File: src/rtl/rx_fifo_crc_framer.sv
// rx_fifo_crc_framer: takes words from a four-phase tsent/trecieve handshake,
// folds each word into a running CRC BPC bits per clock, and pushes it to a
// FIFO write port with fifo_busy back-pressure. In frame mode the frame CRC
// is appended as an extra FIFO word every FRAME_LEN data words. A stalled
// push is abandoned after TIMEOUT busy cycles and flagged in a sticky error.
module rx_fifo_crc_framer #(
  parameter int                 DATA_W    = 8,
  parameter int                 BPC       = 1,
  parameter int                 CRC_W     = 8,
  parameter logic [CRC_W-1:0]   CRC_POLY  = CRC_W'(7),
  parameter logic [CRC_W-1:0]   CRC_INIT  = '0,
  parameter int                 FRAME_LEN = 4,
  parameter int                 TIMEOUT   = 255
) (
  input  logic              clk,
  input  logic              reset,
  input  logic              enable,
  input  logic              append_crc,
  input  logic [DATA_W-1:0] rx_data,
  input  logic              tsent,
  output logic              trecieve,
  input  logic              fifo_busy,
  output logic              fifo_we,
  output logic [DATA_W-1:0] fifo_data,
  output logic [CRC_W-1:0]  crc,
  output logic              idle,
  output logic              frame_done,
  output logic [3:0]        error,
  input  logic              clr_err
);

  localparam int BEATS  = DATA_W / BPC;
  localparam int BCNT_W = (BEATS > 1) ? $clog2(BEATS) : 1;
  localparam int TCNT_W = (TIMEOUT > 1) ? $clog2(TIMEOUT + 1) : 1;
  localparam int WCNT_W = $clog2(FRAME_LEN + 1);

  typedef enum logic [2:0] {
    WAIT_REQ, SHIFT, PUSH, ACK, REL, CRC_PUSH, CRC_DONE
  } state_t;

  state_t              state_q, state_d;
  logic [BCNT_W-1:0]   bcnt_q, bcnt_d;
  logic [TCNT_W-1:0]   tcnt_q, tcnt_d;
  logic [WCNT_W-1:0]   wcnt_q, wcnt_d;
  logic                fmode_q, fmode_d;
  logic [CRC_W-1:0]    crc_run_q, crc_run_d;
  logic [CRC_W-1:0]    crc_d;
  logic                trecieve_d, fifo_we_d, idle_d, frame_done_d;
  logic [DATA_W-1:0]   fifo_data_d;
  logic [1:0]          err_q, err_d, err_set;
  logic [DATA_W-1:0]   sreg_q, sreg_d, word_q, word_d;

  // Fold BPC bits (MSB first) into the CRC, non-reflected, no final XOR.
  function automatic logic [CRC_W-1:0] crc_fold(input logic [CRC_W-1:0] c,
                                                input logic [BPC-1:0]   bits);
    logic [CRC_W-1:0] r;
    r = c;
    for (int i = BPC - 1; i >= 0; i--) begin
      if (r[CRC_W-1] ^ bits[i]) r = (r << 1) ^ CRC_POLY;
      else                      r = r << 1;
    end
    return r;
  endfunction

  assign error = {2'b00, err_q};

  // Next-state and next-output logic for the handshake/push sequencer.
  always_comb begin
    state_d      = state_q;
    bcnt_d       = bcnt_q;
    tcnt_d       = tcnt_q;
    wcnt_d       = wcnt_q;
    fmode_d      = fmode_q;
    crc_run_d    = crc_run_q;
    crc_d        = crc;
    trecieve_d   = trecieve;
    fifo_we_d    = fifo_we;
    fifo_data_d  = fifo_data;
    frame_done_d = 1'b0;
    err_set      = 2'b00;
    sreg_d       = sreg_q;
    word_d       = word_q;
    case (state_q)
      WAIT_REQ: begin
        if (tsent) begin
          word_d  = rx_data;
          sreg_d  = rx_data;
          fmode_d = append_crc;
          bcnt_d  = BCNT_W'(BEATS - 1);
          state_d = SHIFT;
        end
      end
      SHIFT: begin
        crc_run_d = crc_fold(crc_run_q, sreg_q[DATA_W-1 -: BPC]);
        sreg_d    = sreg_q << BPC;
        if (bcnt_q == '0) state_d = PUSH;
        else              bcnt_d  = bcnt_q - 1'b1;
      end
      PUSH: begin
        if (!fifo_busy) begin
          fifo_data_d = word_q;
          fifo_we_d   = 1'b1;
          state_d     = ACK;
        end else if (tcnt_q == TCNT_W'(TIMEOUT - 1)) begin
          // Word is dropped but its CRC contribution and count are kept.
          err_set[0] = 1'b1;
          state_d    = ACK;
        end else begin
          tcnt_d = tcnt_q + 1'b1;
        end
      end
      ACK: begin
        fifo_we_d  = 1'b0;
        trecieve_d = 1'b1;
        wcnt_d     = wcnt_q + 1'b1;
        tcnt_d     = '0;
        if (!fmode_q) crc_d = crc_run_q;
        state_d    = REL;
      end
      REL: begin
        if (!tsent) begin
          trecieve_d = 1'b0;
          if (fmode_q && wcnt_q == WCNT_W'(FRAME_LEN)) begin
            state_d = CRC_PUSH;
          end else begin
            if (wcnt_q == WCNT_W'(FRAME_LEN)) wcnt_d = '0;
            state_d = WAIT_REQ;
          end
        end
      end
      CRC_PUSH: begin
        if (!fifo_busy) begin
          fifo_data_d              = '0;
          fifo_data_d[CRC_W-1:0]   = crc_run_q;
          fifo_we_d                = 1'b1;
          state_d                  = CRC_DONE;
        end else if (tcnt_q == TCNT_W'(TIMEOUT - 1)) begin
          err_set[1] = 1'b1;
          state_d    = CRC_DONE;
        end else begin
          tcnt_d = tcnt_q + 1'b1;
        end
      end
      CRC_DONE: begin
        fifo_we_d    = 1'b0;
        frame_done_d = 1'b1;
        crc_d        = crc_run_q;
        crc_run_d    = CRC_INIT;
        wcnt_d       = '0;
        tcnt_d       = '0;
        state_d      = WAIT_REQ;
      end
      default: state_d = WAIT_REQ;
    endcase
    err_d  = clr_err ? 2'b00 : (err_q | err_set);
    idle_d = (state_d == WAIT_REQ);
  end

  // Control and output registers; enable low freezes everything.
  always_ff @(posedge clk or negedge reset) begin
    if (!reset) begin
      state_q    <= WAIT_REQ;
      bcnt_q     <= '0;
      tcnt_q     <= '0;
      wcnt_q     <= '0;
      fmode_q    <= 1'b0;
      crc_run_q  <= CRC_INIT;
      crc        <= CRC_INIT;
      trecieve   <= 1'b0;
      fifo_we    <= 1'b0;
      fifo_data  <= '0;
      idle       <= 1'b1;
      frame_done <= 1'b0;
      err_q      <= 2'b00;
    end else if (enable) begin
      state_q    <= state_d;
      bcnt_q     <= bcnt_d;
      tcnt_q     <= tcnt_d;
      wcnt_q     <= wcnt_d;
      fmode_q    <= fmode_d;
      crc_run_q  <= crc_run_d;
      crc        <= crc_d;
      trecieve   <= trecieve_d;
      fifo_we    <= fifo_we_d;
      fifo_data  <= fifo_data_d;
      idle       <= idle_d;
      frame_done <= frame_done_d;
      err_q      <= err_d;
    end
  end

  // Word latch and CRC shift register; contents only matter after a request.
  always_ff @(posedge clk) begin
    if (enable) begin
      sreg_q <= sreg_d;
      word_q <= word_d;
    end
  end

endmodule

File: config.mk
export PLATFORM = sky130hd
export DESIGN_NAME = rx_fifo_crc_framer
export DESIGN_NICKNAME = d
export VERILOG_FILES = /design/src/rtl/rx_fifo_crc_framer.sv
export SDC_FILE = /design/constraint.sdc
export NUM_CORES = 1
export LEC_CHECK = 0
export BUFFER_PORTS_ARGS = -buffer_cell sky130_fd_sc_hd__buf_4
export CELL_PAD_IN_SITES_DETAIL_PLACEMENT = 0
export CELL_PAD_IN_SITES_GLOBAL_PLACEMENT = 1
export CORE_MARGIN = 2
export CORE_UTILIZATION = 42
export DETAILED_ROUTE_END_ITERATION = 10
export PLACE_DENSITY_LB_ADDON = 0.08
export SLEW_MARGIN = 20
export SYNTH_ARGS = -nofsm -noshare
export SYNTH_HDL_FRONTEND = slang
export SYNTH_SLANG_ARGS = --single-unit
File: constraint.sdc
create_clock -name clk -period 1.6 [get_ports clk]
set_clock_uncertainty 0.15 [all_clocks]
set_input_delay 0.32 -clock clk [delete_from_list [all_inputs] [get_ports clk]]
set_output_delay 0.32 -clock clk [all_outputs]
set_load 0.03 [all_outputs]
# Yosys cells after proc, flatten, opt, wreduce, memory -nomap -nowiden
# Cells that the tools add are included.
totals:
  ff_bits: 64
  latch_bits: 0
  ramBits: 0
  mem_bits_ro: 0
  inputBits: 15
  out_inout_bits: 24
  wordCells: 101
  n_memories: 0
classes:
  add_sub_neg: 3
  mul: 0
  div: 0
  n_lt_le_gt_ge: 0
  n_eq_ne: 19
  shifts: 0
  n_mux: 38
  bitwise: 3
  reduce_logical: 23
ops:
  columns: ["op", "n"]
  rows:
  - ["case mux 8 bit (2 select lines)", 5]
  - ["two-way mux 8 bit", 6]
  - ["two-way mux 3 bit", 14]
  - ["inequality test 2 bit (second input constant)", 10]
  - ["case mux 3 bit (6 select lines)", 1]
  - ["AND reduction 3 bit", 5]
  - ["equality test 3 bit (second input constant)", 4]
  - ["AND reduction 4 bit", 3]
  - ["nonzero test 2 bit", 6]
  - ["logical NOT 3 bit", 3]
  - ["case mux 3 bit (3 select lines)", 1]
  - ["adder 8 x 1 -> 8 bit (second input constant)", 1]
  - ["equality test 8 bit (second input constant)", 1]
  - ["two-way mux 1 bit", 7]
  - ["equality test 3 x 2 -> 1 bit (second input constant)", 2]
  - ["case mux 3 bit (2 select lines)", 1]
  - ["AND reduction 5 bit", 1]
  - ["case mux 1 bit (2 select lines)", 2]
  - ["OR reduction 2 bit", 2]
  - ["adder 3 x 1 -> 3 bit (second input constant)", 1]
  - ["equality test 3 x 1 -> 1 bit (second input constant)", 1]
  - ["NOT 3 bit", 1]
  - ["nonzero test 3 bit", 1]
  - ["subtractor 3 x 1 -> 3 bit (second input constant)", 1]
  - ["6 further kinds", 6]

# Depth between registers and ports, before layout
# Gate-level depths: netlist (run 1).
depth:
  depth_word: 6
  depth_mapped: 7
  ltp_nobuf: 6

# Least setup slack after synthesis (run 1)
# Ideal clock, no wire load.
synth_timing:
  kind: "register -> register"
  from: "reg state_q[2]"
  to: "reg sreg_q[0], enable pin"
  setup_time_ns: 0.329
  t_arrival_ns: 1.246
  required_time_ns: 1.121
  path_slack_ns: -0.125
  path_stages_with_launch: 6
  period_less_slack_ns: 1.725
  cell_sequence: "dfrtp_1 buf_6 nor3b_1 buf_4 nand2_1 nand2_1"
synth_via:
  elab_chain_cells: 3
synth_lines:
  columns: ["element", "line", "source"]
  rows:
  - ["start, declared", "41", "state_t state_q, state_d;"]
  - ["start signal, assigned", "176", "state_q <= state_d;"]
  - ["equality test 3 x 1 -> 1 bit or logical NOT 3 bit (tied branches)", "83", "case (state_q)"]
  - ["nonzero test 2 bit (no source line) or inequality test 2 bit (tied branches)", null, null]
  - ["AND reduction 3 bit (no source line) (*)", null, null]
  - ["end signal, assigned", "195", "sreg_q <= sreg_d;"]
  - ["end, declared", "51", "logic [DATA_W-1:0] sreg_q, sreg_d, word_q, word_d;"]
# Every way passes the cells marked *; elsewhere a longest branch is shown, timed or not.
# A chain may end at the register's enable or synchronous reset.

# Worst setup path after layout (run 1)
layout_timing:
  from: "reg state_q[2]"
  to: "reg tcnt_q[6]"
layout_via:
  elab_chain_cells: 4
layout_lines:
  columns: ["element", "line", "source"]
  rows:
  - ["equality test 3 bit or equality test 3 x 2 -> 1 bit (tied branches)", "83", null]
  - ["OR reduction 2 bit (no source line)", null, null]
  - ["inequality test 2 bit (no source line) (tied with other cells)", null, null]
  - ["AND reduction 4 bit (no source line)", null, null]
  - ["end signal, assigned", "178", "tcnt_q <= tcnt_d;"]
  - ["end, declared", "43", "logic [TCNT_W-1:0] tcnt_q, tcnt_d;"]
# Several ways; a longest one is shown, not always the timed one.

==> impl_metrics.env, run 1 <==
export IMPL_antenna_cells=0
export IMPL_cts_sinks=64
export IMPL_synth_distinct_cells=58
export IMPL_ant_nets=0
export IMPL_required_ns=1.71
export IMPL_critical_path_class="reg -> reg"
export IMPL_setup_worst_path_start_class="flop"
export IMPL_die_area_sq_mm=0.00824
export IMPL_cp_slowest_stage_delay_ns=0.47
export IMPL_p_per_area_mw_per_mm2=1840
export IMPL_rsz0062_at_grt="true"
export IMPL_core_area_sq_mm=0.00729
export IMPL_cts_reportedPaths_clkPinSlew_ns=0.07
export IMPL_syn_avg_cell_area_sq_um=12.0
export IMPL_status="complete, but fails checks"
export IMPL_drive_above_1_share_pct=54.2
export IMPL_violations="negative setup slack"
export IMPL_n_fill_cell=579
export IMPL_fin_tns_setup_ns=-6.41
export IMPL_via_count=2455
export IMPL_drc=0
export IMPL_synth_top_area_share_pct=37.2
export IMPL_synth_top_cells_by_area="dfrtp_1, edfxtp_1, mux2_2"
export IMPL_syn_inst=263
export IMPL_vias_per_cell=5.20
export IMPL_initial_core_util_pct=43.4
export IMPL_grt_overflow=0
export IMPL_cts_tree="done"
export IMPL_p_leak_nw=2.18
export IMPL_fin_ws_ns=-0.173
export IMPL_drt_iter0_drc=68
export IMPL_first_global_vias=2329
export IMPL_async_reset_ff_share_pct=75.0
export IMPL_maxCapViolCount=0
export IMPL_cts_buffers=9
export IMPL_ys_ff_latch=64
export IMPL_row_count=31
export IMPL_startpoint="state_q[2]$_DFFE_PN0P_"
export IMPL_yosys_warnings=0
export IMPL_critPathCaptureType="flop"
export IMPL_final_cell_mix="buf_4, dfrtp_1, mux2_4, edfxtp_1, buf_6"
export IMPL_worst_hold_slack_ns=0.0182
export IMPL_cts_htree_levels=3
export IMPL_hold_viol=0
export IMPL_io_buffers=36
export IMPL_endpoint="tcnt_q[6]$_DFFE_PN0P_"
export IMPL_fmax_mhz=564
export IMPL_fin_crit_ns=1.77
export IMPL_drtPass1Iterations=4
export IMPL_synth_area_leader_cell="dfrtp_1"
export IMPL_multi_input_area_sq_mm=0.00168
export IMPL_root_buffer="clkbuf_8"
export IMPL_antenna_found_initial=0
export IMPL_worstPathMaxFanout=7
export IMPL_fp_dieW_um=90.8
export IMPL_grt_util_all_layers_pct=17.8
export IMPL_grt_pass1_wl_mm=11.4
export IMPL_clk_latency_ns=0.34
export IMPL_setup_viol=63
export IMPL_critPathSlowestCell="dfrtp_2"
export IMPL_synth_edff_count=16
export IMPL_regArea_sq_mm=0.00169
export IMPL_reg2reg_to="tcnt_q[6]$_DFFE_PN0P_"
export IMPL_cp_cell_sequence="and2b_2 > buf_6 > o211ai_1 > buf_4 > buf_6 > nand2_2 > mux2i_1"
export IMPL_synth_seq_area_share_pct=53.2
export IMPL_place_hpwl_mm=4.63
export IMPL_reg2reg_from="state_q[2]$_DFFE_PN0P_"
export IMPL_grt_max_degree=30
export IMPL_ioPinCount=39
export IMPL_ff2ff_setup_slack_ns=-0.17
export IMPL_cp_common_cell="buf_6"
export IMPL_finalWirelength_mm=7.60
export IMPL_wire_per_inst_um=16.1
export IMPL_die_y_um=90.8
export IMPL_netlist_area_sq_mm=0.00316
export IMPL_fin_nets=389
export IMPL_ff2ff_path_depth=7
export IMPL_finalMaxSlewViolations=0
export IMPL_synth_flop_cell="dfrtp_1"
export IMPL_ir_drop_v=0.000869
export IMPL_timing_final_crit_share_pct=111
export IMPL_layout_commonest_cell="buf_4"
export IMPL_clk_path_buf_depth=2
export IMPL_gp_congestion=0.776
export IMPL_syn_to_final_growth_pct=49.5
export IMPL_arrival_ns=1.88
export IMPL_hp_class="in -> reg"
## cells in the mapped netlist (3+ instances only)
cell type  count
ha_1           6
buf_4          5
nand4_1        6
a21oi_1        7
a22o_1         7
buf_6          4
nand2b_1       7
nand3b_1       3
nor3b_2        3
edfxtp_1      16
mux2i_1       13
nor2_1         8
nand3_1        3
dfrtp_1       47
nor2b_1        4
o21ai_2        3
buf_2          5
o21ai_0       12
inv_1          9
a211oi_1       4
mux2_2        19
nand2_1       25
## cell type report
cell class	instances	area share (%)
Clock buffer	11	3.44
Clock inverter	5	1.80
Inverter	9	0.820
Multi-Input combinational cell	176	35.5
Sequential cell	64	35.7
Tap cell	99	2.62
Timing Repair Buffer	108	20.2
## per-layer routing
| metal | vias to the layer above | share of wire, % | wire length, um | GRT usage [%] |
|---|---|---|---|---|
| met5 | - | 0 | 0 | 0 |
| met4 | 0 | 2.2 | 168 | 8.84 |
| met3 | 13 | 3.1 | 236 | 3.76 |
| met2 | 42 | 46 | 3530 | 26.8 |
| met1 | 1230 | 48 | 3670 | 24.3 |
| li1 | 1170 | - | - | - |
## how the worst min path moves through the flow
stage | start | endpoint | depth (start not counted) | slack [ns]
after global routing | rx_data[3] | word_q[3]$_DFFE_PP_ | 1 | 0.006
final | rx_data[0] | word_q[0]$_DFFE_PP_ | 1 | 0.02
after floorplan | reset | bcnt_q[0]$_DFFE_PN0P_ | 0 | -0.13
after global placement | reset | tcnt_q[7]$_DFFE_PN0P_ | 1 | 0.08
after detailed placement | reset | tcnt_q[7]$_DFFE_PN0P_ | 1 | 0.08
after CTS | rx_data[0] | word_q[0]$_DFFE_PP_ | 1 | 0.002
## registers in the layout (all words and copies together), names as in the netlist, 8 cells and up
register	count
fifo_data	8
word_q	8
sreg_q	8
tcnt_q	8
crc	8
crc_run_q	8
## timing repair
action,in CTS,in global routing
hold buffers,6,0
buffers inserted,14,10
resized for setup,50,60
gates cloned,0,4
endpoints found under the hold margin,25,0
pin swaps,11,20
setup endpoints to repair,64,68
## worst max-delay path, delay by kind of cell, from the launching register on
family                 cells  cell delay, ns
flip-flops                 1            0.47
AND/OR/NAND/NOR            2            0.32
multiplexers               1            0.15
AO/OA/AOI/OAI              1            0.20
buffers and inverters      3            0.41
## where the power goes
group          leakage (nW)  internal [mW]  total, mW  switching (mW)
combinational          1.30           2.24       4.34            2.10
clock                 0.121           1.02       1.69           0.663
sequential            0.761           2.29       2.71           0.418
total                  2.18           5.55       8.73            3.18
## through the flow
stage               setup WS, ns  util [%]  area [sq um]  cells  total power [mW]
global placement          -0.245      52.1          3800    422              5.78
detailed placement        -0.286      52.1          3800    422              5.83
finish                    -0.173      64.9          4730    472              8.73
CTS                       -0.127      60.3          4400    458              8.10
floorplan                -0.0407         -          3190    264              4.75
global route              -0.197      64.9          4730    472              9.18
## cell families after synthesis
logic type               share of synthesized area (%)
AO/OA/AOI/OAI                                     13.5
XOR/XNOR                                          1.11
adder cells (fa/ha/maj)                           2.37
buffers and inverters                             4.59
flip-flops                                        53.2
multiplexers                                      11.8
other                                            0.119
AND/OR/NAND/NOR                                   13.3
No activity file was read; power rests on OpenSTA's default activity.
==> run 2, diff against run 1 <==
--- a/config.mk
+++ b/config.mk
@@ -9,10 +9,10 @@
 export CELL_PAD_IN_SITES_DETAIL_PLACEMENT = 0
 export CELL_PAD_IN_SITES_GLOBAL_PLACEMENT = 1
 export CORE_MARGIN = 2
-export CORE_UTILIZATION = 42
+export CORE_UTILIZATION = 45
 export DETAILED_ROUTE_END_ITERATION = 10
 export PLACE_DENSITY_LB_ADDON = 0.08
-export SLEW_MARGIN = 20
+export SLEW_MARGIN = 10
 export SYNTH_ARGS = -nofsm -noshare
 export SYNTH_HDL_FRONTEND = slang
 export SYNTH_SLANG_ARGS = --single-unit
==> constraint.sdc (replaced) <==
create_clock -name clk -period 2.1 [get_ports clk]
set_clock_uncertainty 0.15 [all_clocks]
set_input_delay 0.42 -clock clk [delete_from_list [all_inputs] [get_ports clk]]
set_output_delay 0.42 -clock clk [all_outputs]
set_load 0.03 [all_outputs]
==> impl_metrics.env, run 2 (same netlist as run 1, synthesis figures left out) <==
export IMPL_status="complete, no violations"
export IMPL_row_count=30
export IMPL_setup_worst_path_start_class="flop"
export IMPL_n_fill_cell=624
export IMPL_cts_reportedPaths_clkPinSlew_ns=0.07
export IMPL_cts_buffers=9
export IMPL_clk_latency_ns=0.33
export IMPL_gp_congestion=0.738
export IMPL_worstPathMaxFanout=16
export IMPL_path_delay_family="flip-flops"
export IMPL_critical_path_class="reg -> reg"
export IMPL_cp_cell_sequence="and2b_2 > o211ai_4 > mux2_2"
export IMPL_cp_slowest_stage_delay_ns=0.54
export IMPL_grt_util_all_layers_pct=17.2
export IMPL_clk_path_buf_depth=2
export IMPL_required_ns=2.16
export IMPL_die_y_um=87.9
export IMPL_p_per_area_mw_per_mm2=1360
export IMPL_ff2ff_path_depth=3
export IMPL_fin_crit_ns=1.88
export IMPL_drc=0
export IMPL_grt_pass1_wl_mm=10.1
export IMPL_reg2reg_from="state_q[2]$_DFFE_PN0P_"
export IMPL_wire_per_inst_um=14.8
export IMPL_hold_depth=2
export IMPL_worst_hold_slack_ns=0.111
export IMPL_rsz0062_at_grt="false"
export IMPL_antenna_found_initial=0
export IMPL_hp_class="in -> reg"
export IMPL_startpoint="state_q[2]$_DFFE_PN0P_"
export IMPL_place_hpwl_mm=4.25
export IMPL_ir_drop_v=0.000598
export IMPL_antenna_cells=0
export IMPL_drt_iter0_drc=114
export IMPL_path_buf_inv=0
export IMPL_min_from="clr_err"
export IMPL_postCtsSetupRepairBufs=0
export IMPL_cp_num_cells=3
export IMPL_grt_max_degree=49
export IMPL_drive_above_1_share_pct=30.8
export IMPL_ant_nets=0
export IMPL_ioPinCount=39
export IMPL_fin_nets=328
export IMPL_relSlewSlack_pct=58.8
export IMPL_critPathSlowestCell="dfrtp_1"
export IMPL_first_global_vias=2023
export IMPL_arrival_ns=1.94
export IMPL_finalWirelength_mm=6.03
export IMPL_syn_to_final_growth_pct=16.8
export IMPL_fp_dieW_um=87.9
export IMPL_root_buffer="clkbuf_8"
export IMPL_io_buffers=36
export IMPL_hold_buffers=1
export IMPL_cts_sinks=64
export IMPL_fmax_mhz=532
export IMPL_layout_commonest_cell="dfrtp_1"
export IMPL_finalMaxSlewViolations=0
export IMPL_initial_core_util_pct=46.6
export IMPL_critPathCaptureType="flop"
export IMPL_tightest_slew_ns=0.617
export IMPL_grt_overflow=0
export IMPL_vias_per_cell=5.27
export IMPL_hold_viol=0
export IMPL_fin_tns_setup_ns=0
export IMPL_cts_tree="done"
export IMPL_setup_viol=0
export IMPL_p_leak_nw=1.67
export IMPL_cts_resized=0
export IMPL_cts_htree_levels=3
export IMPL_drtPass1Iterations=4
export IMPL_via_count=2152
export IMPL_maxCapViolCount=0
export IMPL_final_cell_mix="dfrtp_1, buf_4, nand2_1, mux2_2, edfxtp_1"
export IMPL_core_area_sq_mm=0.00679
export IMPL_timing_final_crit_share_pct=89.5
export IMPL_die_area_sq_mm=0.00772
[run 2: changes by cell type in the layout (fill, tap and decap cells not counted), moves of 4 or more]
cell	delta
nand2_2	-8
a211oi_2	-4
mux2_4	-17
a211oi_1	+4
o21ai_2	-4
buf_4	-36
buf_6	-15
nand2_1	+11
mux2_2	+17
o21ai_0	+10
nor3b_4	-4
dlygate4sd3_1	-5
[run 2: routing by layer]
| layer | part of all wire (%) | vias to the layer above | global-route usage, % |
|---|---|---|---|
| met5 | 0 | - | 0 |
| met4 | 1.8 | 0 | 7.13 |
| met3 | 3.4 | 9 | 3.49 |
| met2 | 44 | 44 | 25.2 |
| met1 | 50 | 1048 | 25.0 |
| li1 | - | 1051 | - |
[run 2: power breakdown]
group / internal (mW) / switching [mW]
registers: 1.74 / 0.333
logic: 0.933 / 1.13
clock network: 0.421 / 0.475
[run 2: through the flow]
step / util [%] / area (sq um) / std cells / worst slack [ns] / total power [mW]
3_3_place_gp: 51.8 / 3520 / 391 / 0.229 / 4.14
4_1_cts: 54.4 / 3700 / 408 / 0.189 / 5.10
6_report: 54.4 / 3700 / 408 / 0.221 / 5.03
5_1_grt: 54.4 / 3700 / 408 / 0.0765 / 5.41
3_5_place_dp: 51.8 / 3520 / 391 / 0.216 / 4.19
2_1_floorplan: - / 3170 / 264 / 0.375 / 3.60
[run 2: worst paths after layout]
| kind | endpoint | slack, ns |
|---|---|---|
| worst max-delay path | crc[1]$_DFFE_PN0P_ | 0.22 |
| worst min-delay path | err_q[1]$_DFFE_PN0P_ | 0.11 |
| worst max register to register | crc[1]$_DFFE_PN0P_ | 0.22 |
| worst min register to register | fifo_we$_DFFE_PN0P_ | 0.33 |
| max in group asynchronous | err_q[1]$_DFFE_PN0P_ | 0.89 |
| min in group asynchronous | tcnt_q[1]$_DFFE_PN0P_ | 0.49 |
[run 2: cell type report]
class	count	area [sq um]	share of cell area [%]
Clock buffer	10	128	3.45
Clock inverter	6	37.5	1.02
Inverter	9	33.8	0.914
Multi-Input combinational cell	176	1340	36.2
Sequential cell	64	1680	45.5
Tap cell	96	120	3.25
Timing Repair Buffer	47	355	9.61
